[src/rtl/rf_wb_scheduler_pkg.sv]
// -----------------------------------------------------------------------------
// rf_wb_scheduler_pkg
// Shared constants and types for the regfile writeback scheduler:
//   XLEN  - datapath width
//   AW    - register address width
//   NREG  - number of architectural registers (x0 hardwired to zero)
//   X0    - address of the zero register
//   gnt_e - which source owns the regfile write port this cycle
// -----------------------------------------------------------------------------
package rf_wb_scheduler_pkg;

  localparam int XLEN = 32;
  localparam int AW   = 5;
  localparam int NREG = 32;

  localparam logic [AW-1:0] X0 = 5'd0;

  typedef enum logic [1:0] {
    GNT_NONE = 2'd0,
    GNT_PIPE = 2'd1,
    GNT_LU   = 2'd2
  } gnt_e;

endpackage

[src/rtl/rf_scoreboard.sv]
// -----------------------------------------------------------------------------
// rf_scoreboard
// Pending-write scoreboard for long-latency destinations. One busy bit per
// architectural register; bit 0 is never set.
// Ports:
//   clk, rst                 - clock, synchronous active-high reset
//   set_en_i / set_idx_i     - mark a register pending at the next posedge
//   clr_en_i / clr_idx_i     - release a register at the next posedge
//   rs1_i, rs2_i, rd_i       - lookup indices
//   rs1_busy_o, rs2_busy_o,
//   rd_busy_o                - combinational lookups of the current state
//   busy_o                   - full busy vector
// -----------------------------------------------------------------------------
module rf_scoreboard
  import rf_wb_scheduler_pkg::*;
(
  input  logic            clk,
  input  logic            rst,
  input  logic            set_en_i,
  input  logic [AW-1:0]   set_idx_i,
  input  logic            clr_en_i,
  input  logic [AW-1:0]   clr_idx_i,
  input  logic [AW-1:0]   rs1_i,
  input  logic [AW-1:0]   rs2_i,
  input  logic [AW-1:0]   rd_i,
  output logic            rs1_busy_o,
  output logic            rs2_busy_o,
  output logic            rd_busy_o,
  output logic [NREG-1:0] busy_o
);

  localparam logic [NREG-1:0] ONE_HOT0 = {{(NREG-1){1'b0}}, 1'b1};

  logic [NREG-1:0] busy_q;
  logic [NREG-1:0] busy_d;
  logic [NREG-1:0] set_mask_s;
  logic [NREG-1:0] clr_mask_s;

  // Next busy vector: clear first, then set, so a coinciding set wins; x0 forced idle.
  always_comb begin
    set_mask_s = set_en_i ? (ONE_HOT0 << set_idx_i) : {NREG{1'b0}};
    clr_mask_s = clr_en_i ? (ONE_HOT0 << clr_idx_i) : {NREG{1'b0}};
    busy_d     = ((busy_q & ~clr_mask_s) | set_mask_s) & ~ONE_HOT0;
  end

  // Busy vector state register.
  always_ff @(posedge clk) begin
    if (rst) begin
      busy_q <= {NREG{1'b0}};
    end else begin
      busy_q <= busy_d;
    end
  end

  assign rs1_busy_o = busy_q[rs1_i];
  assign rs2_busy_o = busy_q[rs2_i];
  assign rd_busy_o  = busy_q[rd_i];
  assign busy_o     = busy_q;

endmodule

[src/rtl/rf_wb_scheduler.sv]
// -----------------------------------------------------------------------------
// rf_wb_scheduler
// Owns the single regfile write port and shares it between the in-order
// pipeline WB stage (fixed priority) and a long-latency unit (LU). Tracks LU
// destinations in a scoreboard to stall decode on RAW/WAW hazards, and asks
// the pipeline for a WB bubble when the LU has been refused too long.
// Ports:
//   clk, rst                     - clock, synchronous active-high reset
//   wb_valid/wb_rd/wb_data       - pipeline writeback
//   lu_valid/lu_rd/lu_data       - LU writeback request; lu_ready = consumed
//   id_valid/id_rs1/id_rs2/id_rd/
//   id_wen/id_lu                 - decode-stage instruction; id_stall holds it
//   pipe_hold                    - request for wb_valid=0 so the LU can drain
//   WAddr_RF/WD_RF/WrEn_RF       - regfile write port
//   busy                         - scoreboard contents
// -----------------------------------------------------------------------------
module rf_wb_scheduler
  import rf_wb_scheduler_pkg::*;
#(
  parameter int MAX_WAIT = 4
) (
  input  logic            clk,
  input  logic            rst,
  input  logic            wb_valid,
  input  logic [AW-1:0]   wb_rd,
  input  logic [XLEN-1:0] wb_data,
  input  logic            lu_valid,
  input  logic [AW-1:0]   lu_rd,
  input  logic [XLEN-1:0] lu_data,
  output logic            lu_ready,
  input  logic            id_valid,
  input  logic [AW-1:0]   id_rs1,
  input  logic [AW-1:0]   id_rs2,
  input  logic [AW-1:0]   id_rd,
  input  logic            id_wen,
  input  logic            id_lu,
  output logic            id_stall,
  output logic            pipe_hold,
  output logic [AW-1:0]   WAddr_RF,
  output logic [XLEN-1:0] WD_RF,
  output logic            WrEn_RF,
  output logic [NREG-1:0] busy
);

  localparam logic [3:0] MAX_WAIT_L = 4'(MAX_WAIT);
  localparam logic [3:0] WAIT_SAT   = 4'd15;

  gnt_e       gnt_s;
  logic [3:0] wait_q;
  logic [3:0] wait_d;
  logic       hold_q;
  logic       hold_d;
  logic       rs1_busy_s;
  logic       rs2_busy_s;
  logic       rd_busy_s;
  logic       issue_s;
  logic       clr_en_s;

  // Write-port arbitration: pipeline first, LU otherwise; nothing granted in reset.
  always_comb begin
    if (rst) begin
      gnt_s = GNT_NONE;
    end else if (wb_valid) begin
      gnt_s = GNT_PIPE;
    end else if (lu_valid) begin
      gnt_s = GNT_LU;
    end else begin
      gnt_s = GNT_NONE;
    end
  end

  // Drive the regfile port from the granted source; an rd of x0 suppresses the write.
  always_comb begin
    WAddr_RF = X0;
    WD_RF    = {XLEN{1'b0}};
    WrEn_RF  = 1'b0;
    lu_ready = 1'b0;
    case (gnt_s)
      GNT_PIPE: begin
        WAddr_RF = wb_rd;
        WD_RF    = wb_data;
        WrEn_RF  = (wb_rd != X0);
      end
      GNT_LU: begin
        WAddr_RF = lu_rd;
        WD_RF    = lu_data;
        WrEn_RF  = (lu_rd != X0);
        lu_ready = 1'b1;  // consumed even when targeting x0
      end
      default: begin
        WAddr_RF = X0;
        WD_RF    = {XLEN{1'b0}};
        WrEn_RF  = 1'b0;
        lu_ready = 1'b0;
      end
    endcase
  end

  // Starvation tracking: count refused LU cycles, raise hold at the threshold.
  always_comb begin
    wait_d = wait_q;
    hold_d = hold_q;
    if (gnt_s == GNT_LU) begin
      wait_d = 4'd0;
      hold_d = 1'b0;
    end else if (lu_valid) begin
      if (wait_q != WAIT_SAT) begin
        wait_d = wait_q + 4'd1;
      end else begin
        wait_d = wait_q;
      end
      if (wait_d == MAX_WAIT_L) begin
        hold_d = 1'b1;
      end else begin
        hold_d = hold_q;
      end
    end else begin
      wait_d = wait_q;
      hold_d = hold_q;
    end
  end

  // Starvation counter and hold flag registers.
  always_ff @(posedge clk) begin
    if (rst) begin
      wait_q <= 4'd0;
      hold_q <= 1'b0;
    end else begin
      wait_q <= wait_d;
      hold_q <= hold_d;
    end
  end

  // No bypass from the LU write cycle: a busy source is released one cycle later.
  assign id_stall  = id_valid & ~rst &
                     (hold_q | rs1_busy_s | rs2_busy_s | (id_wen & rd_busy_s));
  assign pipe_hold = hold_q & ~rst;

  assign issue_s  = id_valid & id_lu & id_wen & ~id_stall & (id_rd != X0);
  assign clr_en_s = (gnt_s == GNT_LU) & (lu_rd != X0);

  rf_scoreboard u_scoreboard (
    .clk        (clk),
    .rst        (rst),
    .set_en_i   (issue_s),
    .set_idx_i  (id_rd),
    .clr_en_i   (clr_en_s),
    .clr_idx_i  (lu_rd),
    .rs1_i      (id_rs1),
    .rs2_i      (id_rs2),
    .rd_i       (id_rd),
    .rs1_busy_o (rs1_busy_s),
    .rs2_busy_o (rs2_busy_s),
    .rd_busy_o  (rd_busy_s),
    .busy_o     (busy)
  );

endmodule

[config.mk]
export PLATFORM = sky130hd
export DESIGN_NAME = rf_wb_scheduler
export DESIGN_NICKNAME = d
export VERILOG_FILES = /design/src/rtl/rf_wb_scheduler_pkg.sv /design/src/rtl/rf_scoreboard.sv /design/src/rtl/rf_wb_scheduler.sv
export SDC_FILE = /design/constraint.sdc
export NUM_CORES = 1
export LEC_CHECK = 0
export CORE_ASPECT_RATIO = 0.5
export CORE_UTILIZATION = 30
export DETAILED_ROUTE_END_ITERATION = 8
export PLACE_DENSITY = 0.65
export SETUP_SLACK_MARGIN = 0.5
export SYNTH_ARGS = -nofsm -noshare
export SYNTH_HDL_FRONTEND = slang
export SYNTH_SLANG_ARGS = --single-unit
[constraint.sdc]
create_clock -name clk -period 3 [get_ports clk]
set_input_delay 0.3 -clock clk [delete_from_list [all_inputs] [get_ports clk]]
set_output_delay 0.3 -clock clk [all_outputs]
set_load 0.02 [all_outputs]
# --- Word-level counts from Yosys, hierarchy flattened ---
# Cells that the tools add are included.
totals:
  reg_bits: 37
  latchBits: 0
  ram_bits: 0
  mem_bits_ro: 0
  input_bits: 96
  output_inout_bits: 73
  word_cells: 54
  memories: 0
op_classes:
  n_addsub: 1
  n_mul: 0
  div: 0
  magnitude_cmp: 3
  eq_ne: 4
  n_shift: 2
  mux: 18
  n_bitwise: 17
  n_reduce_logical: 5
op_table:
  columns: ["operator", "count"]
  rows:
  - ["$mux 32", 2]
  - ["$pmux 32 s2", 1]
  - ["$shl 1x5->32 const A", 2]
  - ["$and 32x32->32", 1]
  - ["$not 32->32", 1]
  - ["$or 32x32->32", 1]
  - ["$lt 5x6->1 const B", 3]
  - ["$bmux 1 s5", 3]
  - ["$reduce_bool 5->1", 3]
  - ["$mux 4", 3]
  - ["$pmux 5 s2", 1]
  - ["$and 1x1->1", 9]
  - ["$mux 2", 3]
  - ["$add 4x1->4 const B", 1]
  - ["$eq 4x3->1 const B", 1]
  - ["$mux 1", 4]
  - ["$ne 4x4->1 const B", 1]
  - ["$or 1x1->1", 3]
  - ["$eq 2x1->1 const B", 1]
  - ["$eq 2x2->1 const B", 1]
  - ["$not 1->1", 2]
  - ["$pmux 1 s2", 1]
  - ["$reduce_and 2->1", 1]
  - ["$reduce_or 2->1", 1]

# --- Logic depth before layout (Yosys ltp) ---
logic_depth:
  depth_word: 11
  ltp_mapped: 9
  depth_no_buf: 7

# --- By module ---
# A second synthesis with hierarchy kept.
unflattened:
  hier_cells: 360
  area_unflattened_um2: 2944.1
modules_own_cells:
  columns: ["module", "n_inst", "cells_per_inst", "area_per_inst_um2", "seq_area_each_um2"]
  rows:
  - ["rf_scoreboard", 1, 269, 2193.4, 620.6]
  - ["rf_wb_scheduler", 1, 91, 750.7, 100.1]

# --- Worst setup path before layout ---
# Ideal clock, no wire load.
synth_path:
  path_kind: "in2out"
  start: "input port id_rs1[1]"
  end: "output port id_stall"
  arrival_ps: 2087
  t_required_ps: 2700
  slack_ps: 613
  stages: 7
  n_path_buf: 1
  path_cell_list: "clkbuf_1 > mux4_2 > o22ai_1 > nor3_1 > nor3_2 > nand3_2 > o311a_1"
synth_via:
  elab_chain_len: 6
synth_rtl:
  columns: ["item", "line_no", "text"]
  rows:
  - ["from (decl)", "rf_wb_scheduler.sv:32", "input logic [AW-1:0] id_rs1,"]
  - ["$bmux 1 s5", "rf_scoreboard.sv:55", "assign rs1_busy_o = busy_q[rs1_i];"]
  - ["$mux 1 (not written as such)", "rf_scoreboard.sv:55", null]
  - ["$or 1x1->1 (3 in a row)", "rf_wb_scheduler.sv:136", "(hold_q | rs1_busy_s | rs2_busy_s | (id_wen & rd_busy_s));"]
  - ["$and 1x1->1", "rf_wb_scheduler.sv:135", "assign id_stall = id_valid & ~rst &"]
  - ["to (decl)", "rf_wb_scheduler.sv:37", "output logic id_stall,"]
# Every way passes these cells. The select of a mux whose other input is x is not followed.

# --- Final worst setup path ---
layout_path:
  start: "register u_scoreboard.busy_q[8], in the netlist u_scoreboard.busy_o[8]"
  end: "output port id_stall"
layout_via:
  elab_chain_len: 6
  word_cells_on_any_way: 11
  classes_between: "mux (6); bitwise (5)"
layout_rtl:
  columns: ["item", "line_no", "text"]
  rows:
  - ["from (decl)", "rf_scoreboard.sv:34", "logic [NREG-1:0] busy_q;"]
  - ["from (signal assigned)", "rf_scoreboard.sv:49", "busy_q <= {NREG{1'b0}};"]
  - ["from (signal assigned)", "rf_scoreboard.sv:51", "busy_q <= busy_d;"]
  - ["$bmux 1 s5", "rf_scoreboard.sv:55", null]
  - ["$mux 1 (not written as such)", "rf_scoreboard.sv:55", null]
  - ["$or 1x1->1 (2 in a row)", "rf_wb_scheduler.sv:136", null]
  - ["$or 1x1->1 *", "rf_wb_scheduler.sv:136", null]
  - ["$and 1x1->1 *", "rf_wb_scheduler.sv:135", null]
# Every way passes the cells marked *; elsewhere a longest branch is shown, timed or not. The select of a mux whose other input is x is not followed.

==> impl_metrics.toml <==
[cells_and_area]
final_cells = 683
nets = 645
post-route-util = 0.5553
antennaDiodeCount = 0
fill_cells = 914
layout-drive-gt1-share = 0.1971
syn2layout_area_growth_pct = 76.40

[setup_path]
critPathKind = "flip-flop to output pin"
required_ns = 2.70
start_kind = "flip-flop"
arrival_ns = 2.31
critPathCaptureType = "output pin"
max_stage_delay_ns = 0.44
crit_chain = "buf_4 > mux4_2 > mux2i_1 > nor3_1 > or2_2 > o311a_1 > buf_6"
cp_max_fo = 3
slowest_stage = "mux4_2"

[synth]
synth.avg_cell_area_um2 = 8.740
syn_inst = 347
synth_nets = 444
yosysSeqAreaShare = 0.2376
netlist_area_um2 = 3033
ys_types = 54
synth.ff_latch_count = 36
yosys_warnings = 0

[pwr]
ir_drop_mv = 0.2006
internal_power_mw = 1.041
p_comb_frac = 0.327
pwr-share-clk = 0.342
pwr-share-seq = 0.330
p_leak_nw = 2.020
power_density_nw_per_um2 = 273.6
switchingPower_mw = 0.4227
swShare = 0.2887

[floorplanning]
start_util = 0.3148
io_pins = 169
die_w_um = 144.2
die_area_um2 = 10540
fp.dieH_um = 73.10
coreArea_um2 = 9634
row_count = 25

[sta]
worst_pin_slew_ns = 0.6685
setup_viol = 0
post-route-min-period_ns = 2.612
fin_crit_sh = 0.8708
maxSlewHeadroom = 0.5428
grt_setup_unrepaired = "yes"
maxSlewViolCount = 0
fmax_ghz = 0.3828
fin_setup_tns_ns = 0
fin_skew_ns = 0.007140
hold_viol = 0

[routing]
vias = 3897
wirelength_um = 13650
drtPass1Iterations = 5
drc = 0
wl_per_cell_um = 19.98
dr.first_iter.drc_count = 394
vias_per_cell = 5.706
route.antenna.remaining_nets = 0

[global_routing]
antenna_found_initial = 0
grt_overflow = 0
grt_usage = 0.2585
gr-max-usage-layer = "met2"
grt_pass1_wl_um = 20460
grt_pass1_vias = 3718
use_met2 = 0.4155
grtUsageMet1 = 0.3466
grt_use_met3 = 0.06759
grt_max_degree = 32

[place]
place.port_buffers = 167
hpwl_um = 10910
dp.cells = 672
gp_congestion = 0.9880

[clocking]
cts_tree = "built"
clockRootBuffer = "clkbuf_16"
h-tree-depth = 2
cts_buffers = 5
clk_latency_ns = 0.28
holdBufCountCts = 0
clockBufferDepth = 2
clkTransAtPathRegs_ns = 0.05
numClockSinks = 36

[worst_hold_path]
hp-class = "flip-flop to flip-flop"

[run]
maxCapViolCount = 0

[status]
status = "completed"
[cell type report]
type / count / area (µm²) / share of cell area
Tap cell: 135 / 168.9 / 0.03157
Sequential cell: 36 / 720.7 / 0.1347
Multi-Input combinational cell: 272 / 2171 / 0.4058
Inverter: 7 / 26.28 / 0.004911
Clock inverter: 2 / 12.51 / 0.002339
Clock buffer: 5 / 125.1 / 0.02339
Timing Repair Buffer: 226 / 2126 / 0.3973
[registers in the layout (all words and copies together), names as in the netlist]
register / count
wait_q: 4
hold_q: 1
u_scoreboard.busy_o: 31
[power groups by stage]
stage          Sequential (mW)  Clock (mW)  Combinational, mW
2_1_floorplan            0.494           0              0.199
4_1_cts                  0.483       0.505              0.473
3_5_place_dp             0.494           0              0.469
3_3_place_gp             0.494           0              0.469
6_report                 0.484       0.501              0.479
5_1_grt                  0.484       0.528              0.510
[Yosys cell counts (all sizes together)]
master / number / area, µm²
a2111oi: 4 / 35.03
a211oi: 4 / 30.03
a21oi: 4 / 20.02
a221oi: 2 / 17.52
a22o: 37 / 324.1
a311oi: 2 / 35.04
a31oi: 2 / 12.51
a41oi: 1 / 8.760
and2: 1 / 6.260
and3: 6 / 37.54
buf: 12 / 81.32
clkbuf: 20 / 75.07
clkinv: 1 / 3.750
conb: 1 / 3.750
dfxtp: 36 / 720.7
ha: 1 / 12.51
inv: 6 / 22.52
mux2: 9 / 105.1
mux2i: 8 / 80.08
mux4: 13 / 292.8
nand2: 21 / 78.83
nand2b: 7 / 43.79
nand3: 14 / 75.07
nand3b: 5 / 37.54
nand4: 6 / 37.54
nand4b: 1 / 8.760
nor2: 11 / 41.29
nor2b: 13 / 81.33
nor3: 5 / 30.03
nor3b: 5 / 42.54
nor4: 2 / 12.51
o2111a: 1 / 11.26
o2111ai: 1 / 8.760
o211a: 1 / 10.01
o211ai: 27 / 202.7
o21ai: 25 / 125.1
o22a: 1 / 8.760
o22ai: 3 / 18.77
o311a: 1 / 10.01
o311ai: 5 / 43.79
o31ai: 9 / 81.33
o41ai: 7 / 61.31
or2: 4 / 25.02
or3: 2 / 12.51
[repair_timing]
| action | 4_1_cts | 5_1_grt |
|---|---|---|
| resized for setup | 25 | 14 |
| setup endpoints to repair | 65 | 14 |
| pin swaps | 7 | 2 |
| setup buffers | 2 | 2 |
[worst max-delay path: cells and delay by family, from the launching register on]
kind	cells	cell delay, ns
and+or+nand+nor	2	0.37
DFF	1	0.36
AOI/OAI and AO/OA	1	0.39
muxes	2	0.60
buffers and inverters	2	0.32
[layer usage]
layer / part of all wire / wire [µm]
met5: 0 / 0
met3: 0.099 / 1354
met4: 0.010 / 140
met2: 0.46 / 6301
met1: 0.43 / 5849
[path summary, 6_finish.rpt]
path	from	end	slack (ns)	cells past startpoint
min	wait_q[1]$_SDFFE_PP0P_	wait_q[1]$_SDFFE_PP0P_	0.49	2
min reg2reg	wait_q[1]$_SDFFE_PP0P_	wait_q[1]$_SDFFE_PP0P_	0.49	2
max reg2reg	u_scoreboard.busy_o[18]$_SDFF_PP0_	u_scoreboard.busy_o[10]$_SDFF_PP0_	0.61	10
max	u_scoreboard.busy_o[8]$_SDFF_PP0_	id_stall	0.39	7
[cells by family after synthesis]
kind of cell | after synthesis | share of synthesized area
AOI/OAI and AO/OA | 137 | 0.3511
muxes | 30 | 0.1576
adders and majority gates | 1 | 0.004125
DFF | 36 | 0.2376
buffers and inverters | 39 | 0.06023
and+or+nand+nor | 103 | 0.1881
other | 1 | 0.001236
[placed cells by master (no fill, tap or decap), types with 3 or more instances in the layout]
master / synthesis / routed
a211oi_1: 4 / 4
a21oi_1: 4 / 4
a22o_1: 37 / 37
and3_1: 6 / 6
buf_4: 4 / 54
buf_6: 2 / 5
clkbuf_16: 0 / 5
clkbuf_2: 0 / 3
clkdlybuf4s50_1: 0 / 152
dfxtp_1: 36 / 36
dlygate4sd2_1: 0 / 8
dlymetal6s2s_1: 0 / 3
inv_1: 6 / 6
mux2_2: 8 / 8
mux2i_1: 8 / 8
mux4_2: 13 / 13
nand2_1: 21 / 21
nand2b_1: 7 / 7
nand3_1: 13 / 13
nand3b_1: 5 / 5
nand4_1: 6 / 6
nor2_1: 11 / 9
nor2b_1: 13 / 13
nor3_1: 4 / 3
nor3b_1: 4 / 4
o211ai_1: 27 / 27
o21ai_0: 15 / 14
o21ai_1: 10 / 11
o311ai_0: 5 / 5
o31ai_1: 8 / 8
o41ai_1: 7 / 7
or2_2: 4 / 4
[per-stage QoR]
stage	setup WS (ns)	cell area [µm²]	hold WS (ns)	total power, mW
after global routing	0.3569	5350	0.5345	1.522
after CTS	0.3316	5315	0.4895	1.461
after global placement	-0.3392	5151	0.4751	0.9628
final	0.3876	5350	0.4934	1.464
after floorplan	0.6130	3033	0.4463	0.6928
after detailed placement	-0.3488	5151	0.4868	0.9633
No activity file was read; power rests on OpenSTA's default activity.
